[src/rtl/aesl_deadlock_reporter_if.sv]
// aesl_deadlock_reporter_if: report record bus from the deadlock reporter to the logger
// Fields: report_valid/report_ready handshake, report_cycle timestamp, and the captured
// report_idle, report_chan_block and report_axis_block vectors. The master drives the record.
`timescale 1ns/1ps
interface aesl_deadlock_reporter_if #(
  parameter int NUM_PROC = 4,
  parameter int AXIS_W = 12,
  parameter int CNT_W = 32
);
  logic                report_valid;
  logic                report_ready;
  logic [CNT_W-1:0]    report_cycle;
  logic [NUM_PROC-1:0] report_idle;
  logic [NUM_PROC-1:0] report_chan_block;
  logic [AXIS_W-1:0]   report_axis_block;
  modport master(output report_valid, report_cycle, report_idle, report_chan_block, report_axis_block,
                 input report_ready);
  modport slave(input report_valid, report_cycle, report_idle, report_chan_block, report_axis_block,
                output report_ready);
endinterface

[src/rtl/aesl_deadlock_reporter.sv]
// aesl_deadlock_reporter: confirms a sustained monitor block, snapshots state and reports it once
// Ports: clock, reset (async, active-low); enable gates detection; clear releases HALT;
// block_in is the top monitor block; inst_idle_sigs, inst_block_sigs, axis_block_sigs are captured
// at confirmation; rpt carries the record over valid/ready; deadlock is sticky until clear;
// event_count counts accepted reports, saturating at 255.
`timescale 1ns/1ps
module aesl_deadlock_reporter #(
  parameter int NUM_PROC = 4,
  parameter int AXIS_W = 12,
  parameter int HOLD_CYCLES = 16,
  parameter int CNT_W = 32
) (
  input  logic                clock,
  input  logic                reset,
  input  logic                enable,
  input  logic                clear,
  input  logic                block_in,
  input  logic [NUM_PROC-1:0] inst_idle_sigs,
  input  logic [NUM_PROC-1:0] inst_block_sigs,
  input  logic [AXIS_W-1:0]   axis_block_sigs,
  aesl_deadlock_reporter_if.master rpt,
  output logic                deadlock,
  output logic [7:0]          event_count
);
  localparam logic [1:0] MONITOR = 2'd0, ARMED = 2'd1, REPORT = 2'd2, HALT = 2'd3;
  localparam logic [15:0] LAST = 16'(HOLD_CYCLES - 1);
  logic [1:0] state;
  logic [15:0] run;
  logic [CNT_W-1:0] cycle;
  logic confirm;
  // A single-cycle hold confirms straight out of MONITOR; otherwise the run must reach HOLD_CYCLES-1 in ARMED.
  assign confirm = enable & block_in &
                   ((state == MONITOR && HOLD_CYCLES == 1) || (state == ARMED && run == LAST));
  always_ff @(posedge clock or negedge reset)
    if (!reset) begin
      state <= MONITOR;
      run <= '0;
      cycle <= '0;
      deadlock <= 1'b0;
      event_count <= '0;
      rpt.report_valid <= 1'b0;
      rpt.report_cycle <= '0;
      rpt.report_idle <= '0;
      rpt.report_chan_block <= '0;
      rpt.report_axis_block <= '0;
    end else begin
      cycle <= &cycle ? cycle : cycle + 1'b1;
      if (confirm) begin
        rpt.report_valid <= 1'b1;
        rpt.report_cycle <= cycle;
        rpt.report_idle <= inst_idle_sigs;
        rpt.report_chan_block <= inst_block_sigs;
        rpt.report_axis_block <= axis_block_sigs;
        deadlock <= 1'b1;
        run <= '0;
        state <= REPORT;
      end else
        case (state)
          MONITOR: if (enable & block_in) begin
            run <= 16'd1;
            state <= ARMED;
          end
          ARMED: if (enable & block_in) run <= run + 1'b1;
          else begin
            run <= '0;
            state <= MONITOR;
          end
          REPORT: if (rpt.report_ready) begin
            rpt.report_valid <= 1'b0;
            event_count <= event_count + {7'd0, ~&event_count};
            state <= HALT;
          end
          HALT: if (clear) begin
            deadlock <= 1'b0;
            run <= '0;
            state <= MONITOR;
          end
        endcase
    end
endmodule
[src/flat_wrapper.sv]
// flat-port wrapper written by rule: the top's interface ports become plain ports
module aesl_deadlock_reporter_flat 
#(
  parameter int NUM_PROC = 4,
  parameter int AXIS_W = 12,
  parameter int HOLD_CYCLES = 16,
  parameter int CNT_W = 32
)
  (clock, reset, enable, clear, block_in, inst_idle_sigs, inst_block_sigs, axis_block_sigs, deadlock, event_count, rpt_report_valid, rpt_report_cycle, rpt_report_idle, rpt_report_chan_block, rpt_report_axis_block, rpt_report_ready);
  aesl_deadlock_reporter_if #(.NUM_PROC(NUM_PROC), .AXIS_W(AXIS_W), .CNT_W(CNT_W)) rpt_i ();
  input  logic clock;
  input  logic reset;
  input  logic enable;
  input  logic clear;
  input  logic block_in;
  input  logic [NUM_PROC-1:0] inst_idle_sigs;
  input  logic [NUM_PROC-1:0] inst_block_sigs;
  input  logic [AXIS_W-1:0] axis_block_sigs;
  output logic deadlock;
  output logic [7:0] event_count;
  output wire logic [$bits(rpt_i.report_valid)-1:0] rpt_report_valid;
  output wire logic [$bits(rpt_i.report_cycle)-1:0] rpt_report_cycle;
  output wire logic [$bits(rpt_i.report_idle)-1:0] rpt_report_idle;
  output wire logic [$bits(rpt_i.report_chan_block)-1:0] rpt_report_chan_block;
  output wire logic [$bits(rpt_i.report_axis_block)-1:0] rpt_report_axis_block;
  input wire logic [$bits(rpt_i.report_ready)-1:0] rpt_report_ready;
  assign rpt_report_valid = rpt_i.report_valid;
  assign rpt_report_cycle = rpt_i.report_cycle;
  assign rpt_report_idle = rpt_i.report_idle;
  assign rpt_report_chan_block = rpt_i.report_chan_block;
  assign rpt_report_axis_block = rpt_i.report_axis_block;
  assign rpt_i.report_ready = rpt_report_ready;
  aesl_deadlock_reporter #(.NUM_PROC(NUM_PROC), .AXIS_W(AXIS_W), .HOLD_CYCLES(HOLD_CYCLES), .CNT_W(CNT_W)) u_core (.clock(clock), .reset(reset), .enable(enable), .clear(clear), .block_in(block_in), .inst_idle_sigs(inst_idle_sigs), .inst_block_sigs(inst_block_sigs), .axis_block_sigs(axis_block_sigs), .rpt(rpt_i), .deadlock(deadlock), .event_count(event_count));
endmodule
[config.mk]
export PLATFORM = sky130hd
export DESIGN_NAME = aesl_deadlock_reporter_flat
export DESIGN_NICKNAME = d
export VERILOG_FILES = /design/src/rtl/aesl_deadlock_reporter_if.sv /design/src/rtl/aesl_deadlock_reporter.sv /design/src/flat_wrapper.sv
export SDC_FILE = /design/constraint.sdc
export NUM_CORES = 1
export LEC_CHECK = 0
export CAP_MARGIN = 5
export CORE_AREA = 2 2 129 106
export DETAILED_ROUTE_END_ITERATION = 8
export DIE_AREA = 0 0 131 108
export PLACE_DENSITY = 0.7
export SLEW_MARGIN = 10
export SYNTH_ARGS = -nofsm -noshare
export SYNTH_HDL_FRONTEND = slang
export SYNTH_SLANG_ARGS = --single-unit
[constraint.sdc]
create_clock -name clock -period 2.6 [get_ports clock]
set_input_delay 0.52 -clock clock [delete_from_list [all_inputs] [get_ports clock]]
set_output_delay 0.52 -clock clock [all_outputs]
set_load 0.1 [all_outputs]
==> results.json <==
{
  "syn_to_final_growth_pct": 24.02,
  "totalWireLength_mm": 10.11,
  "hold_buffers": 0,
  "path_buf_inv": 1,
  "clk_latency_ps": 350,
  "initial_utilization_pct": 39.70,
  "cp.required_ps": 2830,
  "cts_setup_buffers": 0,
  "stdcell_count": 682,
  "yosys_warnings": 0,
  "final_common_cell": "dfrtp_1",
  "fmax_ghz": 0.4556,
  "power.total_mw": 3.173,
  "synthCells": 406,
  "drt_iter0_markers": 167,
  "rsz0062_at_grt": "no",
  "antenna_found_initial": 0,
  "clockBufferDepth": 2,
  "crit_family": "simple AND/OR/NAND/NOR gates",
  "layout.nets": 533,
  "fp.dieW_um": 131,
  "cts-buffers-inserted": 9,
  "hold_class": "in2async",
  "die_h_um": 108,
  "crit_slowest_cell": "dfrtp_1",
  "grt_max_degree": 58,
  "route.detailed.drc": 0,
  "core-area_um2": 12730,
  "power_density_nw_per_um2": 506.2,
  "syn_nets": 436,
  "drive_gt1_share_pct": 30.37,
  "worstMarginPinSlew_ps": 502.1,
  "ff2ff_setup_slack_ps": 410,
  "avgSynthCellArea_um2": 12.45,
  "yosysUniqueCellTypes": 52,
  "timing.rr.start": "u_core.run[0]$_DFFE_PN0P_",
  "worst-path-max-fanout": 10,
  "relSlewSlack_pct": 66.53,
  "n_antenna_cell": 0,
  "layout_min_cycle_time_ps": 2195,
  "track_usage_pct": 15.21,
  "crit_type": "reg2reg",
  "synth-seq-cells": 112,
  "r2r-end": "u_core.rpt.report_axis_block[8]$_DFFE_PN0P_",
  "fin_crit_sh_pct": 84.42,
  "grt_overflow": 0,
  "hold_viol": 0,
  "gp_congestion": 0.8150,
  "startpoint": "u_core.run[0]$_DFFE_PN0P_",
  "cts_root_buf": "clkbuf_16",
  "grt_pass1_vias": 3494,
  "status": "complete, no violations",
  "path_clk_slew_ps": 80,
  "ios": 88,
  "io_buffers": 87,
  "layout_common_cells": "112 x dfrtp_1, 69 x buf_4, 41 x mux2_2, 41 x nand2_1, 24 x clkdlybuf4s50_1",
  "setup_viol": 0,
  "cts_sinks": 112,
  "grt_pass1_wl_mm": 16.88,
  "synth_area_um2": 5054,
  "wire_per_inst_um": 14.82,
  "core.rowCount": 37,
  "cap_violations": 0,
  "leakage_nw": 3.005,
  "tns_ps": 0,
  "htreeDepth": 3,
  "placed_cells": 667,
  "finClkSkew_ps": 11.12,
  "cts_resized": 0,
  "dieArea_um2": 14150,
  "crit_path_end_kind": "flip-flop",
  "via_per_inst": 5.122,
  "ir_worst_vdd_mv": 0.3198,
  "yosysSeqAreaShare_pct": 55.46,
  "cp-start-kind": "flip-flop",
  "vias": 3493,
  "cts_tree": "done",
  "r2r.worst_path.cells": 6,
  "drtAntennaViolNets": 0,
  "hpwl_mm": 7.365,
  "worstPathCellList": "ha_1 > and4b_1 > nand4_1 > nor2_4 > buf_4 > mux2_2",
  "crit_path_max_incr_delay_ps": 410,
  "worstPathArrival_ps": 2430,
  "drt_pass1_iterations": 4,
  "maxSlewViolCount": 0
}
==> synth_stat cells, drive strengths merged <==
master  instances  share of area, %
inv            10              0.74
a22o            2              0.35
ha              4              0.99
nand4          19               2.7
o21a            1              0.15
a21o            1              0.15
clkbuf          3              0.25
nand2b          1              0.12
mux2           56                13
nor4            9               1.9
nor3           10               1.5
or2             1              0.12
o21bai          1              0.15
buf             7               1.8
and4b           1              0.20
a31oi          12               1.5
and2            2              0.25
or3             3              0.37
o21ai          11               1.1
nor2           14               1.2
and3           10               1.2
o211ai          2              0.30
xnor2          23               4.0
and4            6               1.1
nand3          16               1.8
and3b           2              0.35
o22ai           1              0.12
a21oi           6              0.59
o221ai          1              0.17
or3b            1              0.17
a41oi           1              0.17
o31ai           1              0.15
o22a            1              0.17
xor2           13               2.3
nand2          42               3.2
dfrtp         112                55
==> cells by family (layout without fill, tap and decap cells) <==
group,count (synthesis),in the layout,share of synthesized area [%]
multiplexers,56,56,13.15
adder cells (fa/ha/maj),4,4,0.9904
buffers and inverters,20,121,2.798
flip-flops,112,112,55.46
AO/OA/AOI/OAI,41,41,5.051
XOR/XNOR,36,36,6.239
AND/OR/NAND/NOR,137,137,16.32
==> how the worst max path moves through the flow <==
stage | end | slack, ps | cells past startpoint
floorplan | u_core.event_count[6]$_DFFE_PN0P_ | 250 | 7
global placement | u_core.rpt.report_chan_block[2]$_DFFE_PN0P_ | 310 | 6
detailed placement | u_core.rpt.report_axis_block[8]$_DFFE_PN0P_ | 270 | 6
CTS | u_core.rpt.report_axis_block[8]$_DFFE_PN0P_ | 430 | 6
global route | u_core.rpt.report_axis_block[8]$_DFFE_PN0P_ | 330 | 6
finish | u_core.rpt.report_axis_block[8]$_DFFE_PN0P_ | 410 | 6
==> registers in the layout (all words and copies together), names as in the netlist, 2 cells and up <==
name,count
u_core.cycle,32
u_core.event_count,8
u_core.rpt.report_axis_block,12
u_core.rpt.report_chan_block,4
u_core.rpt.report_cycle,32
u_core.rpt.report_idle,4
u_core.run,16
u_core.state,2
==> layer usage <==
metal / GRT usage [%] / vias to the layer above / wire length [um]
li1: - / 1662 / -
met1: 20.72 / 1737 / 4727
met2: 24.13 / 82 / 4751
met3: 3.909 / 12 / 509
met4: 4.407 / 0 / 121
met5: 0 / - / 0
==> power breakdown <==
group	total (mW)	leakage, nW	switching [mW]	internal [mW]
combinational	0.108	1.33	0.0581	0.0498
sequential	1.75	1.54	0.00747	1.75
clock	1.31	0.135	0.651	0.661
total	3.17	3.01	0.717	2.46
==> final cells by class <==
type / count / area (um^2)
Fill cell: 1153 / 6464
Clock inverter: 6 / 55.05
Timing Repair Buffer: 96 / 818.3
Multi-Input combinational cell: 274 / 2110
Inverter: 10 / 37.54
Sequential cell: 112 / 2803
Tap cell: 175 / 219.0
Clock buffer: 9 / 225.2
==> metrics by stage <==
step	hold slack [ps]	utilization, %	setup WS (ps)	area (um^2)
6_report	141.9	49.23	405.1	6267
5_1_grt	169.1	49.23	328.4	6267
4_1_cts	154.7	49.23	427.0	6267
3_5_place_dp	476.7	47.03	272.0	5987
3_3_place_gp	469.9	47.03	306.6	5987
2_1_floorplan	224.4	-	248.6	5054
Power figures use the tool's default switching activity.
